### config.mk
export PLATFORM = sky130hd
export DESIGN_NAME = dmem_arbiter
export DESIGN_NICKNAME = d
export VERILOG_FILES = /design/src/rtl/dmem_arbiter.sv
export SDC_FILE = /design/constraint.sdc
export NUM_CORES = 1
export LEC_CHECK = 0
export ABC_AREA = 1
export BUFFER_PORTS_ARGS = -buffer_cell sky130_fd_sc_hd__buf_4
export CAP_MARGIN = 10
export CORE_MARGIN = 2
export CORE_UTILIZATION = 35
export CTS_CLUSTER_SIZE = 24
export DETAILED_ROUTE_END_ITERATION = 10
export PLACE_DENSITY = 0.75
export SLEW_MARGIN = 20
export SYNTH_ARGS = -nofsm -noshare
export SYNTH_HDL_FRONTEND = slang
export SYNTH_SLANG_ARGS = --single-unit
### constraint.sdc
create_clock -name clk -period 1.7 [get_ports clk]
set_input_delay 0.34 -clock clk [delete_from_list [all_inputs] [get_ports clk]]
set_output_delay 0.34 -clock clk [all_outputs]
set_load 0.02 [all_outputs]
### src/rtl/dmem_arbiter.sv
// Two-port arbiter in front of a single 128x32 data SRAM: fixed priority to port 0
// with a starvation guard for port 1. Optional grant/conflict counters: DMEM_ARB_STATS_EN.
module dmem_arbiter #(
  parameter int AW       = 7,
  parameter int DW       = 32,
  parameter int MAX_WAIT = 4
) (
  input  logic          clk,
  input  logic          rst_n,
  input  logic          p0_req,
  input  logic          p0_we,
  input  logic [AW-1:0] p0_addr,
  input  logic [DW-1:0] p0_wdata,
  output logic          p0_gnt,
  output logic          p0_rvalid,
  input  logic          p1_req,
  input  logic          p1_we,
  input  logic [AW-1:0] p1_addr,
  input  logic [DW-1:0] p1_wdata,
  output logic          p1_gnt,
  output logic          p1_rvalid,
  output logic [DW-1:0] rdata,
  output logic          CEN,
  output logic          WEN,
  output logic [AW-1:0] A,
  output logic [DW-1:0] D,
  output logic          OEN,
  input  logic [DW-1:0] Q,
  output logic [15:0]   stat_p0,
  output logic [15:0]   stat_p1,
  output logic [15:0]   stat_conf
);

  localparam logic [3:0] MAX_W = 4'(MAX_WAIT);

  logic [3:0]    wait_cnt;
  logic          starve;
  logic          pend0;
  logic          pend1;
  logic          sel_we;
  logic [AW-1:0] sel_addr;
  logic [DW-1:0] sel_wdata;

  // Port 0 wins a conflict unless port 1 has been blocked long enough to be starving.
  assign p0_gnt = p0_req & ~(p1_req & starve);
  assign p1_gnt = p1_req & (~p0_req | starve);

  assign sel_we    = p1_gnt ? p1_we    : p0_we;
  assign sel_addr  = p1_gnt ? p1_addr  : p0_addr;
  assign sel_wdata = p1_gnt ? p1_wdata : p0_wdata;

  always_ff @(posedge clk or negedge rst_n) begin
    if (!rst_n) begin
      wait_cnt  <= '0;
      starve    <= 1'b0;
      CEN       <= 1'b1;
      WEN       <= 1'b1;
      OEN       <= 1'b1;
      A         <= '0;
      D         <= '0;
      pend0     <= 1'b0;
      pend1     <= 1'b0;
      p0_rvalid <= 1'b0;
      p1_rvalid <= 1'b0;
      rdata     <= '0;
    end else begin
      if (p1_gnt) begin
        wait_cnt <= '0;
        starve   <= 1'b0;
      end else if (p1_req) begin
        if (wait_cnt != MAX_W)
          wait_cnt <= wait_cnt + 4'd1;
        if (wait_cnt >= MAX_W - 4'd1)
          starve <= 1'b1;
      end else begin
        wait_cnt <= '0;
      end

      if (p0_gnt | p1_gnt) begin
        CEN <= 1'b0;
        A   <= sel_addr;
        WEN <= ~sel_we;
        OEN <= sel_we;
        if (sel_we)
          D <= sel_wdata;
      end else begin
        CEN <= 1'b1;
        WEN <= 1'b1;
        OEN <= 1'b1;
      end

      // The SRAM samples on the falling edge, so Q is ready one rising edge after issue.
      pend0     <= p0_gnt & ~p0_we;
      pend1     <= p1_gnt & ~p1_we;
      p0_rvalid <= pend0;
      p1_rvalid <= pend1;
      if (pend0 | pend1)
        rdata <= Q;
    end
  end

`ifdef DMEM_ARB_STATS_EN
  always_ff @(posedge clk or negedge rst_n) begin
    if (!rst_n) begin
      stat_p0   <= '0;
      stat_p1   <= '0;
      stat_conf <= '0;
    end else begin
      if (p0_gnt && stat_p0 != 16'hFFFF)
        stat_p0 <= stat_p0 + 16'd1;
      if (p1_gnt && stat_p1 != 16'hFFFF)
        stat_p1 <= stat_p1 + 16'd1;
      if (p0_req && p1_req && stat_conf != 16'hFFFF)
        stat_conf <= stat_conf + 16'd1;
    end
  end
`else
  assign stat_p0   = '0;
  assign stat_p1   = '0;
  assign stat_conf = '0;
`endif

endmodule

==> results of run 1 <==
cells in the final DEF (no fill, tap or decap):
cell | Yosys | final
buf_4 | 49 | 203
nand2_1 | 119 | 118
dfrtp_1 | 80 | 80
conb_1 | 1 | 48
inv_1 | 41 | 41
nand3b_1 | 33 | 33
mux2_2 | 32 | 32
nand3_1 | 16 | 16
o21ai_2 | 15 | 15
o21ai_0 | 13 | 13
clkbuf_16 | 0 | 9
o21ai_1 | 7 | 7
nor2_1 | 6 | 5
buf_12 | 0 | 4
dfstp_2 | 3 | 3
nand2_2 | 1 | 2
ha_1 | 2 | 2
bufinv_16 | 0 | 2
clkinv_1 | 1 | 1
nor2_4 | 1 | 1
inv_2 | 1 | 1
nand3_2 | 1 | 1
xnor2_1 | 1 | 1
a21oi_1 | 1 | 1
nor2_2 | 0 | 1
xor2_1 | 1 | 1
nor4_1 | 1 | 1
clkinv_4 | 0 | 1
clkbuf_1 | 4 | 1
clkbuf_8 | 0 | 1
inv_6 | 0 | 1
clkinvlp_4 | 0 | 1
dlygate4sd3_1 | 0 | 1
power by group through the flow:
stage	Clock, mW	Combinational (mW)	Sequential (mW)
finish	2.14	1.87	2.45
global route	2.26	2.01	2.49
CTS	2.18	1.89	2.46
detailed placement	0	1.89	2.49
global placement	0	1.85	2.47
floorplan	0	0.712	2.83
sequential cells by signal, indices dropped and copies added, names as in the netlist:
| name | flops |
|---|---|
| D | 32 |
| rdata | 32 |
| A | 7 |
| wait_cnt | 4 |
| CEN | 1 |
| OEN | 1 |
| WEN | 1 |
| p0_rvalid | 1 |
| p1_rvalid | 1 |
| pend0 | 1 |
| pend1 | 1 |
| starve | 1 |
final cells by class:
type	instances	area [µm²]
flip-flops and latches	83	2081
clock buffers	11	242.7
well taps	147	183.9
fillers	1075	5888
clock inverters	5	85.08
inverters	43	161.4
repair buffers	208	1614
multi-input cells	298	1655
metrics by stage:
step	cells	cell area, µm²	hold slack, ps	setup WS (ps)	total power [mW]
final	795	6023	160.3	102.3	6.457
after CTS	795	6021	147.8	48.68	6.531
after global routing	795	6023	161.8	15.13	6.754
after floorplan	493	4395	44.41	332.6	3.546
after detailed placement	778	5683	259.5	182.4	4.377
after global placement	778	5683	253.7	207.6	4.324
cell families after synthesis:
family / after synthesis / share of synthesized area
flops: 83 / 0.4932
buf+inv: 112 / 0.1575
xor+xnor: 2 / 0.004153
other cells: 1 / 0.0008888
compound gates: 36 / 0.05605
fa+ha+maj: 2 / 0.005930
mux: 32 / 0.08541
simple gates: 178 / 0.1969
metal layers:
metal	part of all wire	wire (µm)
met1	0.38	4238
met3	0.087	959
met4	0.020	223
met2	0.51	5592
met5	0	0
how the worst max path moves through the flow:
stage	end	slack, ps	cells after the start
5_1_grt	p0_gnt	20	4
3_3_place_gp	p0_gnt	210	5
6_report	p0_gnt	100	4
3_5_place_dp	p0_gnt	180	5
4_1_cts	p1_gnt	50	5
2_1_floorplan	p1_gnt	330	5
timing repair:
action / in CTS / in global routing
endpoints found under the hold margin: 19 / 0
buffers inserted: 0 / 0
hold buffers: 1 / 0
resized for setup: 0 / 1
endpoints found under the setup margin: 0 / 1
==> results.py, run 1 <==
metrics = {
    "outcome": {
        "outcome": "finished clean",
    },
    "worst_hold_path": {
        "holdCritPathClass": "in -> reg",
        "hold_depth": 2,
        "min_to": "pend0",
        "min_from": "p0_we",
    },
    "setup_path": {
        "crit_buf_inv": 3,
        "worstRegToRegCells": 8,
        "timing_worst_setup_path_type": "reg -> out",
        "required_ps": 1360,
        "cpMaxStageDelayCell": "dfrtp_1",
        "ff2ff_setup_slack_ps": 350,
        "crit_top_cell": "inv_1",
        "start_kind": "flip-flop",
        "cp-startpoint": "starve",
        "cp_cell_sequence": "inv_1, o21ai_0, inv_1, buf_4",
        "worstReg2RegEnd": "wait_cnt[0]",
        "arrival_ps": 1260,
        "cp_max_fo": 2,
        "cpLargestDelayFamily": "flip-flops",
        "slowest_delay_ps": 340,
        "r2r-start": "starve",
        "endpoint_kind": "output pin",
    },
    "yosys": {
        "synth_seq_cells": 83,
        "synth_cells": 446,
        "synth-async-reset-ratio": 1.000,
        "avgSynthCellArea_um2": 9.460,
        "synth_area_leaders": "dfrtp_1, nand2_1, buf_4",
        "netlist_top_cells_count": "nand2_1, dfrtp_1, buf_4",
        "yosysSeqAreaShare": 0.4932,
        "netlist_area_um2": 4219,
        "synth_flop_cell": "dfrtp_1",
        "yosysWarningCount": 0,
        "synth_cell_type_count": 27,
        "yosysMostFrequentCell": "nand2_1",
        "synth_top_area_cell": "dfrtp_1",
        "synth_top_area_share": 0.4745,
        "synth_edf_count": 0,
    },
    "power": {
        "combPwrFrac": 0.289,
        "intPower_mw": 4.459,
        "power_switching_mw": 1.997,
        "pwr-share-seq": 0.380,
        "leakagePower_nw": 3.225,
        "netSwitchingFraction": 0.3094,
        "ir_drop_mv": 0.5456,
        "pwr-share-clk": 0.331,
        "p_per_area_nw_per_um2": 1072,
    },
    "global_routing": {
        "grt_max_degree": 47,
        "overflow": 0,
        "grt_use_met3": 0.04038,
        "top_usage_layer": "met2",
        "grt_pass1_wl_mm": 16.89,
        "grtUsageMet2": 0.2998,
        "antenna_found_initial": 0,
        "grt_pass1_vias": 3430,
        "grt_use_total": 0.1659,
        "use_met1": 0.1875,
    },
    "routing": {
        "drc_errors": 0,
        "ant_nets": 0,
        "drt_iter0_markers": 250,
        "wire_per_inst_um": 13.85,
        "vias": 3564,
        "drtPass1Iterations": 5,
        "vias_per_cell": 4.483,
        "totalWireLength_mm": 11.01,
    },
    "timing": {
        "rsz0062_at_grt": "no",
        "max_freq_mhz": 625.9,
        "setup_viol": 0,
        "slew_viol_final": 0,
        "setup_tns_ps": 0,
        "period_minus_slack_ps": 1598,
        "post-route-period-util": 0.9398,
        "skew_ps": 5.193,
        "finalHoldViolCount": 0,
    },
    "cts": {
        "path_clk_slew_ps": 60,
        "cts_tree": "yes",
        "insertion_delay_ps": 330,
        "cts_made_buffers": 9,
        "htree_levels": 3,
        "clockBufferDepth": 2,
        "clock-sinks": 83,
        "cts_root_buffer": "clkbuf_16",
    },
    "layout": {
        "nets": 761,
        "antennaDiodeCount": 0,
        "post-route-util": 0.5057,
        "drive_gt1_frac": 0.4290,
        "synthToLayoutAreaGrowth_pct": 42.76,
    },
    "place": {
        "port-buffer-count": 193,
        "place_hpwl_mm": 8.504,
        "finalWeightedCongestion": 0.8219,
    },
    "floorplanning": {
        "start_util": 0.3542,
        "die_x_um": 113.8,
        "rows": 40,
        "coreArea_um2": 11910,
        "ios": 242,
        "fp.dieH_um": 113.8,
        "dieArea_um2": 12950,
    },
    "flow_run": {
        "max_cap_viol_count": 0,
    },
}
Note: power is estimated with default switching activity, not from simulation.
==> run 2: changes to the inputs <==
CORE_UTILIZATION = 25   (was 35)
PLACE_DENSITY = 0.6   (was 0.75)
==> run 2 against run 1 <==
Compared with the run above: power increased by 0.50%; combinational power barely moved; critical endpoint is now p1_gnt; largest cell class unchanged; sequential power barely moved; count of clock-buffer cells in the layout is 2 lower; largest power group unchanged.
==> results.py, run 2 (synthesis gave the netlist of run 1 again) <==
metrics = {
    "timing": {
        "finalHoldViolCount": 0,
        "skew_ps": 8.464,
        "setup_viol": 0,
        "rsz0062_at_grt": "yes",
        "post-route-period-util": 0.9588,
        "period_minus_slack_ps": 1630,
        "setup_tns_ps": 0,
        "max_freq_mhz": 613.5,
        "slew_viol_final": 0,
    },
    "setup_path": {
        "cp_max_fo": 4,
        "endpoint_kind": "output pin",
        "required_ps": 1360,
        "cpLargestDelayFamily": "buffers and inverters",
        "worstRegToRegCells": 9,
        "crit_buf_inv": 4,
        "arrival_ps": 1290,
        "cp_cell_sequence": "inv_1, nand2_2, nand2_4, buf_8, clkinv_1, buf_4",
        "start_kind": "flip-flop",
        "cpMaxStageDelayCell": "dfrtp_1",
        "ff2ff_setup_slack_ps": 240,
        "crit_cells": 6,
        "cp-startpoint": "starve",
        "slowest_delay_ps": 370,
        "r2r-start": "starve",
        "timing_worst_setup_path_type": "reg -> out",
    },
    "routing": {
        "vias_per_cell": 3.953,
        "drt_iter0_markers": 108,
        "vias": 3431,
        "drc_errors": 0,
        "drtPass1Iterations": 4,
        "totalWireLength_mm": 10.96,
        "wire_per_inst_um": 12.63,
        "ant_nets": 0,
    },
    "floorplanning": {
        "start_util": 0.2553,
        "fp.dieH_um": 133.9,
        "ios": 242,
        "coreArea_um2": 16520,
        "die_x_um": 133.9,
        "rows": 47,
        "dieArea_um2": 17930,
    },
    "layout": {
        "post-route-util": 0.3702,
        "regArea_um2": 2081,
        "final_cells": 868,
        "layout_commonest_cell": "buf_4",
        "drive_gt1_frac": 0.4321,
        "final_cell_mix": "buf_4, nand2_1, dfrtp_1, conb_1, inv_1",
        "nets": 761,
        "multi_input_area_um2": 1660,
        "nFillCells": 1693,
        "reg_top3": "D x32, rdata x32, A x7",
        "antennaDiodeCount": 0,
        "synthToLayoutAreaGrowth_pct": 44.99,
    },
    "worst_hold_path": {
        "holdCritPathClass": "in -> async",
    },
    "place": {
        "place_hpwl_mm": 8.353,
        "port-buffer-count": 193,
        "finalWeightedCongestion": 0.7142,
        "place_inst": 851,
    },
    "cts": {
        "cts_made_buffers": 9,
        "htree_levels": 3,
        "insertion_delay_ps": 340,
        "cts_hold_buf": 0,
        "path_clk_slew_ps": 70,
        "clock-sinks": 83,
        "clockBufferDepth": 2,
        "cts_tree": "yes",
        "cts_root_buffer": "clkbuf_16",
    },
    "global_routing": {
        "antenna_found_initial": 0,
        "grt_pass1_vias": 3267,
        "grt_use_total": 0.1234,
        "grt_max_degree": 84,
        "overflow": 0,
        "grt_pass1_wl_mm": 17.19,
    },
    "power": {
        "p_per_area_nw_per_um2": 1061,
        "ir_drop_mv": 0.4262,
        "leakagePower_nw": 3.232,
        "total_power_mw": 6.489,
    },
    "outcome": {
        "outcome": "finished clean",
    },
    "flow_run": {
        "max_cap_viol_count": 0,
    },
}
[run 2: changes by cell type in the layout (fill, tap and decap cells not counted), sizes merged]
cell,change
clkbuf,-2
clkinv,-1
buf,+1
dlygate4sd3,-1
inv,+3
[run 2: area by class of cell]
| cell class | count | share of cell area |
|---|---|---|
| clock buffers | 9 | 0.03682 |
| clock inverters | 7 | 0.01759 |
| inverters | 43 | 0.02639 |
| multi-input cells | 298 | 0.2714 |
| flip-flops and latches | 83 | 0.3402 |
| well taps | 220 | 0.04500 |
| repair buffers | 208 | 0.2626 |
[run 2: power breakdown]
group / internal [mW] / switching, mW / leakage, nW
combinational: 0.840 / 1.01 / 2.08
clock: 1.32 / 0.877 / 0.160
sequential: 2.28 / 0.162 / 0.996
[run 2: what timing repair did]
item,4_1_cts,5_1_grt
gates resized for setup,2,2
buffers inserted,1,0
setup endpoints to repair,1,2
[run 2: per-stage QoR]
stage	cell area (µm²)	hold slack, ps	setup WS (ps)
after global placement	5764	396.1	257.1
final	6117	0.07155	70.02
after global routing	6117	53.16	-26.62
after CTS	6112	36.43	31.95
after floorplan	4395	44.41	332.6
after detailed placement	5764	412.0	203.9
[run 2: final timing paths]
| check | to |
|---|---|
| worst max-delay path | p1_gnt |
| worst min-delay path | rdata[29] |
| worst max register to register | D[11] |
| worst min register to register | p1_rvalid |
| max in group asynchronous | WEN |
| min in group clk | pend0 |
[run 2: metal layers]
metal,wire length [µm],part of all wire,GRT usage
met1,4581,0.42,0.1488
met2,5093,0.46,0.2034
met3,1079,0.098,0.03968
met4,208,0.019,0.05142
met5,0,0,0
